File: src/rtl/pc_fetch_unit.sv
// pc_fetch_unit: holds the PC, issues in-order imem fetches, queues responses
// and drops responses that belong to a path abandoned by a redirect.
module pc_fetch_unit #(
  parameter logic [31:0] RESET_PC = 32'h0000_3000,
  parameter int          QDEPTH   = 2
) (
  input  logic        clk,
  input  logic        rst_n,
  input  logic        redirect_valid,
  input  logic [31:0] redirect_pc,
  output logic        imem_req_valid,
  input  logic        imem_req_ready,
  output logic [31:0] imem_req_addr,
  input  logic        imem_rsp_valid,
  input  logic [31:0] imem_rsp_data,
  output logic        inst_valid,
  input  logic        inst_ready,
  output logic [31:0] inst_pc,
  output logic [31:0] inst_data,
  output logic [31:0] fetch_pc
);
  localparam int AW = $clog2(QDEPTH);
  localparam int CW = AW + 1;
  localparam logic [CW-1:0] DEPTH = CW'(QDEPTH);
  localparam logic [1:0] S_BOOT  = 2'd0;
  localparam logic [1:0] S_FETCH = 2'd1;
  localparam logic [1:0] S_FLUSH = 2'd2;
  logic [1:0]    state;
  logic [CW-1:0] inflight, drop_cnt, q_cnt, inflight_nxt, drop_nxt;
  logic [AW-1:0] p_head, p_tail, q_head, q_tail;
  logic [31:0]   p_pc   [QDEPTH];
  logic [31:0]   q_pc   [QDEPTH];
  logic [31:0]   q_data [QDEPTH];
  logic          req_fire, pop, keep;
  // a request slot is only offered while a queue entry is guaranteed for its response
  assign imem_req_valid = state == S_FETCH && inflight + q_cnt < DEPTH;
  assign imem_req_addr  = fetch_pc;
  assign inst_valid     = q_cnt != '0;
  assign inst_pc        = inst_valid ? q_pc[q_head] : '0;
  assign inst_data      = inst_valid ? q_data[q_head] : '0;
  assign req_fire       = imem_req_valid && imem_req_ready;
  assign pop            = inst_valid && inst_ready;
  assign keep           = imem_rsp_valid && drop_cnt == '0 && !redirect_valid;
  always_comb begin
    inflight_nxt = inflight + CW'(req_fire) - CW'(imem_rsp_valid);
    drop_nxt     = redirect_valid ? inflight_nxt : drop_cnt - CW'(imem_rsp_valid && drop_cnt != '0);
  end
  always_ff @(posedge clk or negedge rst_n) begin
    if (!rst_n) begin
      state    <= S_BOOT;
      fetch_pc <= RESET_PC;
      inflight <= '0;
      drop_cnt <= '0;
      q_cnt    <= '0;
      q_head   <= '0;
      q_tail   <= '0;
      p_head   <= '0;
      p_tail   <= '0;
    end else begin
      state    <= redirect_valid ? (drop_nxt != '0 ? S_FLUSH : S_FETCH)
                : (state == S_BOOT || (state == S_FLUSH && drop_nxt == '0)) ? S_FETCH : state;
      fetch_pc <= redirect_valid ? redirect_pc & ~32'd3 : req_fire ? fetch_pc + 32'd4 : fetch_pc;
      inflight <= inflight_nxt;
      drop_cnt <= drop_nxt;
      p_tail   <= p_tail + AW'(req_fire);
      p_head   <= p_head + AW'(imem_rsp_valid);
      q_cnt    <= redirect_valid ? '0 : q_cnt + CW'(keep) - CW'(pop);
      q_head   <= redirect_valid ? '0 : q_head + AW'(pop);
      q_tail   <= redirect_valid ? '0 : q_tail + AW'(keep);
    end
  end
  always_ff @(posedge clk) begin
    if (req_fire) p_pc[p_tail] <= fetch_pc;
    if (keep) begin
      q_pc[q_tail]   <= p_pc[p_head];
      q_data[q_tail] <= imem_rsp_data;
    end
  end
  assert property (@(posedge clk) disable iff (!rst_n)
    {1'b0, inflight} + {1'b0, q_cnt} <= {1'b0, DEPTH});
endmodule
File: config.mk
export PLATFORM = sky130hd
export DESIGN_NAME = pc_fetch_unit
export DESIGN_NICKNAME = d
export VERILOG_FILES = /design/src/rtl/pc_fetch_unit.sv
export SDC_FILE = /design/constraint.sdc
export NUM_CORES = 1
export LEC_CHECK = 0
export ABC_CLOCK_PERIOD_IN_PS = 3150
export CORE_ASPECT_RATIO = 1.5
export CORE_MARGIN = 4
export CORE_UTILIZATION = 46
export CTS_BUF_LIST = sky130_fd_sc_hd__clkbuf_8 sky130_fd_sc_hd__clkbuf_16
export DETAILED_ROUTE_END_ITERATION = 6
export GPL_TIMING_DRIVEN = 0
export PLACE_DENSITY = 0.78
export SLEW_MARGIN = 40
export SYNTH_ARGS = -nofsm -noshare
export SYNTH_HDL_FRONTEND = slang
export SYNTH_SLANG_ARGS = --single-unit
File: constraint.sdc
create_clock -name clk -period 3.15 [get_ports clk]
set_clock_uncertainty 0.1 [all_clocks]
set_input_delay 0.63 -clock clk [delete_from_list [all_inputs] [get_ports clk]]
set_output_delay 0.63 -clock clk [all_outputs]
set_load 0.005 [all_outputs]
==> impl_metrics.csv, run 1 <==
group,metric,value,unit
status,outcome,"completed",
pwr,p_leak,4.282,nW
route,dr_total_vias,5823,
synth,ys_top_cells_by_area,"edfxtp_1 58%, dfrtp_1 11%, mux2i_1 6.9%, mux2_2 3.7%, nor2_1 3.1%",
floorplanning,core_area,20340,µm²
min_path,hp-class,"in2async",
timing,worst_slew_pin_slew,0.7733,ns
job,cap_violations,0,
floorplanning,die_area,23010,µm²
route,wl,19.94,mm
critical_path,endpoint_kind,"output port",
floorplanning,die_w,125.2,µm
route,firstDrtPassIters,5,
synth,synth_top_family_by_area,"multiplexers",
clocking,cts_buffers,21,
critical_path,arrival,2.27,ns
layout,final_common_cell,"clkdlybuf4s50_1",
critical_path,ff2ff_setup_slack,0.16,ns
floorplanning,io_pins,200,
critical_path,reg2reg_to,"state[1]$_DFFE_PN0P_",
placement,port_buffers,191,
floorplanning,die-height,183.8,µm
timing,period_share,0.9516,
layout,layout-drive-gt1-share,0.1377,
critical_path,path_max_fanout,6,
synth,async_flop_share,0.1858,
critical_path,required,2.42,ns
timing,whs,0.02263,ns
layout,num_antenna_cells,0,
timing,hold_viol,0,
synth,yosys_warnings,0,
layout,regArea,6580,µm²
critical_path,path_class,"reg2out",
layout,stdcell_count,1157,
synth,yosysUniqueCellTypes,42,
synth,muxShareOfSynthArea,0.1055,
route,wire_per_inst,17.23,µm
timing,setup-violations-final,0,
clocking,post-cts-setup-buffers,0,
grt,antenna_found_initial,0,
synth,netlist_instances,660,
placement,hpwlAfterDp,14.30,mm
layout,nets,960,
grt,grt_pass1_vias,6112,
floorplanning,placementRows,64,
timing,clock.fmax,333.6,MHz
clocking,cts_max_level,1,
synth,synth_top_cell_area_share,0.5830,
layout,final_cell_mix,"190 x clkdlybuf4s50_1, 184 x edfxtp_1, 78 x nor2_1",
layout,post-route-util,0.6138,
clocking,cts_sinks,226,
pwr,total_power,0.009225,W
layout,syn_to_final_growth,31.72,%
clocking,cts_tree,"built",
grt,track_usage,0.1743,
synth,ys_seq_area_frac,0.6941,
pwr,p_per_area,738.9,nW/µm²
layout,fillers,1554,
floorplanning,initial_core_util,0.4660,
synth,synth-edff-count,184,
route,drtIter0Drc,286,
synth,synth-compound-area-share,0.03050,
pwr,max-vdd-ir-drop,0.4674,mV
clocking,cts.clk_slew.worst_paths,0.06,ns
clocking,cts_resized,8,
layout,multi_input_area,2552,µm²
timing,finalMaxSlewViolations,0,
clocking,clk_latency,0.49,ns
critical_path,cp-start-kind,"flop",
route,viasPerCell,5.033,
synth,synth-xor-area-share,0.02495,
synth,ys_ff_latch,226,
timing,fin_crit,2.998,ns
synth,synthSimpleGateAreaFrac,0.08647,
critical_path,worstRegToRegCells,12,
critical_path,crit_end,"imem_req_valid",
placement,dpl.cell_count,1122,
grt,grt_overflow,0,
critical_path,r2r-start,"q_cnt[1]$_DFF_PN0_",
timing,max_slew_margin,0.4711,
grt,grt_pass1_wl,32.16,mm
clocking,hold_buffers,0,
synth,synth-adder-area-share,0.01320,
critical_path,setup.worst_path.start,"q_cnt[1]$_DFF_PN0_",
clocking,root_buffer,"clkbuf_16",
grt,grt_max_degree,43,
clocking,clock_path_buffers,3,
placement,gp_congestion,0.9206,
synth,avgSynthCellArea,14.36,µm²
synth,syn-cell-area,9478,µm²
route,drc_errors,0,
route,antenna_left,0,
synth,synth_ff_type,"edfxtp_1",
synth,yosysTopAreaCell,"edfxtp_1",
per-layer routing:
| layer | up-vias | wire length, µm | GRT usage |
|---|---|---|---|
| li1 | 2816 | - | - |
| met1 | 2798 | 7510 | 0.2048 |
| met2 | 172 | 10970 | 0.3290 |
| met3 | 37 | 918 | 0.02413 |
| met4 | 0 | 536 | 0.05469 |
| met5 | - | 0 | 0 |
where the power goes:
part / switching [W] / total, W / internal, W
clock: 0.00102 / 0.00232 / 0.00130
combinational: 0.00143 / 0.00308 / 0.00165
sequential: 0.000221 / 0.00383 / 0.00361
total: 0.00267 / 0.00923 / 0.00656
synthesized netlist by cell type (all sizes together) (2+ instances only):
cell,count
nor3,3
buf,45
nand2,38
nand3,15
or3,6
dfrtp,40
ha,10
a31oi,7
a2111oi,6
o31ai,2
nand4,4
mux2i,65
nor3b,2
inv,11
nor4b,3
nor2b,6
edfxtp,184
xor2,5
nor4,6
dfstp,2
mux2,31
clkbuf,20
and3,5
and4,4
o21ai,24
xnor2,22
nor2,79
or4,3
final cells by class:
type,instances,area share
sequential,226,0.5271
multi-input combinational,362,0.2044
timing repair buffer,193,0.1561
clock buffer,21,0.04209
buffer,64,0.03157
tap,264,0.02646
clock inverter,15,0.008619
inverter,12,0.003608
sequential cells by signal (all words and copies together), names as in the netlist:
register and flops:
state 2, q_data 64, p_head 1, drop_cnt 2
inflight 2, q_head 1, p_tail 1, fetch_pc 30
q_cnt 2, p_pc 60, q_pc 60, q_tail 1
cells by family after synthesis:
| logic type | count (synthesis) |
|---|---|
| mux | 96 |
| simple gates | 177 |
| fa+ha+maj | 10 |
| buf+inv | 77 |
| compound gates | 46 |
| xor+xnor | 27 |
| other cells | 1 |
| flops | 226 |
worst max-delay path, cell delays in order, from the launching register on:
cell and delay, ns:
dfrtp_1 0.45, xnor2_1 0.38, xor2_2 0.21, nor2_1 0.21
clkdlybuf4s50_1 0.53
how the worst min path moves through the flow:
stage	cells past startpoint	to
2_1_floorplan	0	drop_cnt[0]$_DFF_PN0_
3_3_place_gp	1	inflight[1]$_DFF_PN0_
3_5_place_dp	1	inflight[0]$_DFF_PN0_
5_1_grt	1	fetch_pc[4]$_DFFE_PN0N_
6_report	1	fetch_pc[4]$_DFFE_PN0N_
4_1_cts	1	fetch_pc[4]$_DFFE_PN0N_
per-stage QoR:
step	setup TNS, ns	instance area [µm²]	worst slack, ns
6_report	0	12480	0.1524
5_1_grt	-0.03837	12480	-0.03744
4_1_cts	0	12460	0.008185
3_5_place_dp	-33.89	11820	-0.3908
3_3_place_gp	-256.99	11740	-2.051
2_1_floorplan	-57.65	9497	-0.4650
Power figures use the tool's default switching activity.
==> run 2, diff against run 1 <==
--- a/config.mk
+++ b/config.mk
@@ -9,7 +9,7 @@
 export CORE_ASPECT_RATIO = 1.5
 export CORE_MARGIN = 4
 export CORE_UTILIZATION = 46
-export CTS_BUF_LIST = sky130_fd_sc_hd__clkbuf_8 sky130_fd_sc_hd__clkbuf_16
+export CTS_CLUSTER_DIAMETER = 150
 export DETAILED_ROUTE_END_ITERATION = 6
 export GPL_TIMING_DRIVEN = 0
 export PLACE_DENSITY = 0.78
==> impl_metrics.csv, run 2 (same netlist as run 1, synthesis figures left out) <==
group,metric,value,unit
timing,whs,0.02270,ns
clocking,cts_sinks,226,
timing,hold_viol,0,
pwr,pwr-share-comb,0.334,
route,drc_errors,0,
timing,clock.fmax,333.9,MHz
clocking,root_buffer,"clkbuf_16",
clocking,cts_tree,"built",
floorplanning,die-height,183.8,µm
timing,tns,0,ns
clocking,cts.clk_slew.worst_paths,0.06,ns
clocking,cts_buffers,21,
min_path,hp-class,"in2async",
route,dr_total_vias,5829,
placement,dp_worst_setup_slack,-0.3908,ns
layout,largest_register_ffs,64,
layout,num_antenna_cells,0,
clocking,post-cts-setup-buffers,0,
layout,top_register,"q_data",
route,wire_per_inst,17.22,µm
grt,grt_overflow,0,
floorplanning,placementRows,64,
timing,period_share,0.9509,
route,viasPerCell,5.038,
job,cap_violations,0,
route,firstDrtPassIters,5,
floorplanning,core_area,20340,µm²
route,wl,19.93,mm
critical_path,required,2.42,ns
critical_path,critPathTopFamily,"XOR/XNOR gates",
placement,hpwlAfterDp,14.30,mm
grt,track_usage,0.1743,
timing,fin_crit,2.995,ns
critical_path,ff2ff_setup_slack,0.16,ns
timing,finalMaxSlewViolations,0,
critical_path,cpPeakStageDelay,0.53,ns
critical_path,path_cells,"xnor2_1 -> xor2_2 -> nor2_1 -> clkdlybuf4s50_1",
pwr,p_int,0.006567,W
critical_path,path_class,"reg2out",
pwr,p_leak,4.269,nW
floorplanning,io_pins,200,
pwr,p_sw,0.002667,W
layout,syn_to_final_growth,31.72,%
timing,max_slew_margin,0.4711,
critical_path,path_max_fanout,6,
timing,setup-violations-final,0,
clocking,clock_path_buffers,3,
grt,antenna_found_initial,0,
critical_path,cp-start-kind,"flop",
layout,nets,960,
critical_path,cp_slowest_cell,"clkdlybuf4s50_1",
pwr,total_power,0.009234,W
critical_path,r2r-start,"q_cnt[1]$_DFF_PN0_",
pwr,max-vdd-ir-drop,0.4673,mV
pwr,p_per_area,739.6,nW/µm²
critical_path,reg2reg_to,"state[1]$_DFFE_PN0P_",
layout,layout-drive-gt1-share,0.1377,
pwr,p_seq_frac,0.414,
placement,port_buffers,191,
timing,fin_ws,0.1547,ns
pwr,p_clk_frac,0.252,
layout,final_common_cell,"clkdlybuf4s50_1",
pwr,swShare,0.2888,
floorplanning,die_area,23010,µm²
critical_path,arrival,2.27,ns
clocking,cts_max_level,1,
critical_path,endpoint_kind,"output port",
floorplanning,die_w,125.2,µm
layout,top_regs,"q_data: 64 flops, p_pc: 60 flops, q_pc: 60 flops",
grt,grt_max_degree,43,
route,drtIter0Drc,287,
clocking,clk_latency,0.49,ns
critical_path,path_buf_inv,1,
grt,grt_pass1_wl,32.16,mm
layout,final_cell_mix,"190 x clkdlybuf4s50_1, 184 x edfxtp_1, 78 x nor2_1",
timing,worst_slew_pin_slew,0.7733,ns
critical_path,worstRegToRegCells,12,
status,outcome,"completed",
grt,grt_pass1_vias,6112,
placement,gp_congestion,0.9206,
floorplanning,initial_core_util,0.4660,
route,antenna_left,0,
## run 2: cell type report
class / instances / area (µm²)
multi-input combinational: 362 / 2552
tap: 264 / 330.3
timing repair buffer: 193 / 1949
clock buffer: 24 / 536.8
inverter: 12 / 45.04
buffer: 64 / 394.1
clock inverter: 12 / 96.34
sequential: 226 / 6580
fill: 1554 / 7855
## run 2: metrics by stage
| step | cells | instance area (µm²) | util |
|---|---|---|---|
| after floorplan | 665 | 9497 | - |
| after global placement | 1120 | 11740 | 0.5771 |
| after detailed placement | 1122 | 11820 | 0.5810 |
| after CTS | 1157 | 12460 | 0.6126 |
| after global routing | 1157 | 12480 | 0.6138 |
| final | 1157 | 12480 | 0.6138 |
## run 2: power groups by stage
stage	clock network, W	registers (W)	logic (W)
after floorplan	0	0.00380	0.00157
after global placement	0	0.00384	0.00306
after detailed placement	0	0.00385	0.00312
after CTS	0.00238	0.00382	0.00312
after global routing	0.00252	0.00386	0.00339
final	0.00233	0.00383	0.00308
## run 2: what timing repair did
action	4_1_cts	5_1_grt
endpoints found under the setup margin	60	114
hold buffers	0	0
resized for setup	8	13
hold endpoints to repair	0	0
cloned	0	0
## run 2: worst max path at each step
stage | startpoint | end | slack [ns] | cells past startpoint
6_report | q_cnt[1]$_DFF_PN0_ | imem_req_valid | 0.15 | 4
3_3_place_gp | redirect_valid | q_data[1][7]$_DFFE_PP_ | -2.05 | 5
5_1_grt | q_cnt[1]$_DFF_PN0_ | state[1]$_DFFE_PN0P_ | -0.04 | 12
2_1_floorplan | redirect_valid | q_data[1][0]$_DFFE_PP_ | -0.46 | 4
4_1_cts | q_head$_DFF_PN0_ | inst_pc[29] | 0.008 | 4
3_5_place_dp | redirect_valid | q_data[1][24]$_DFFE_PP_ | -0.39 | 6
## run 2: layer usage
metal  wire length (µm)  GRT usage  vias to the layer above
met4                532    0.05469                        0
li1                   -          -                     2816
met5                  0          0                        -
met1               7490     0.2048                     2802
met2              10970     0.3290                      174
met3                932    0.02413                       37
==> run 3, diff against run 2 <==
--- a/config.mk
+++ b/config.mk
@@ -11,6 +11,7 @@
 export CORE_UTILIZATION = 46
 export CTS_CLUSTER_DIAMETER = 150
 export DETAILED_ROUTE_END_ITERATION = 6
+export GPL_ROUTABILITY_DRIVEN = 0
 export GPL_TIMING_DRIVEN = 0
 export PLACE_DENSITY = 0.78
 export SLEW_MARGIN = 40
==> results of run 3 <==
Final layout, timing and power as in run 2 (identical DEF).
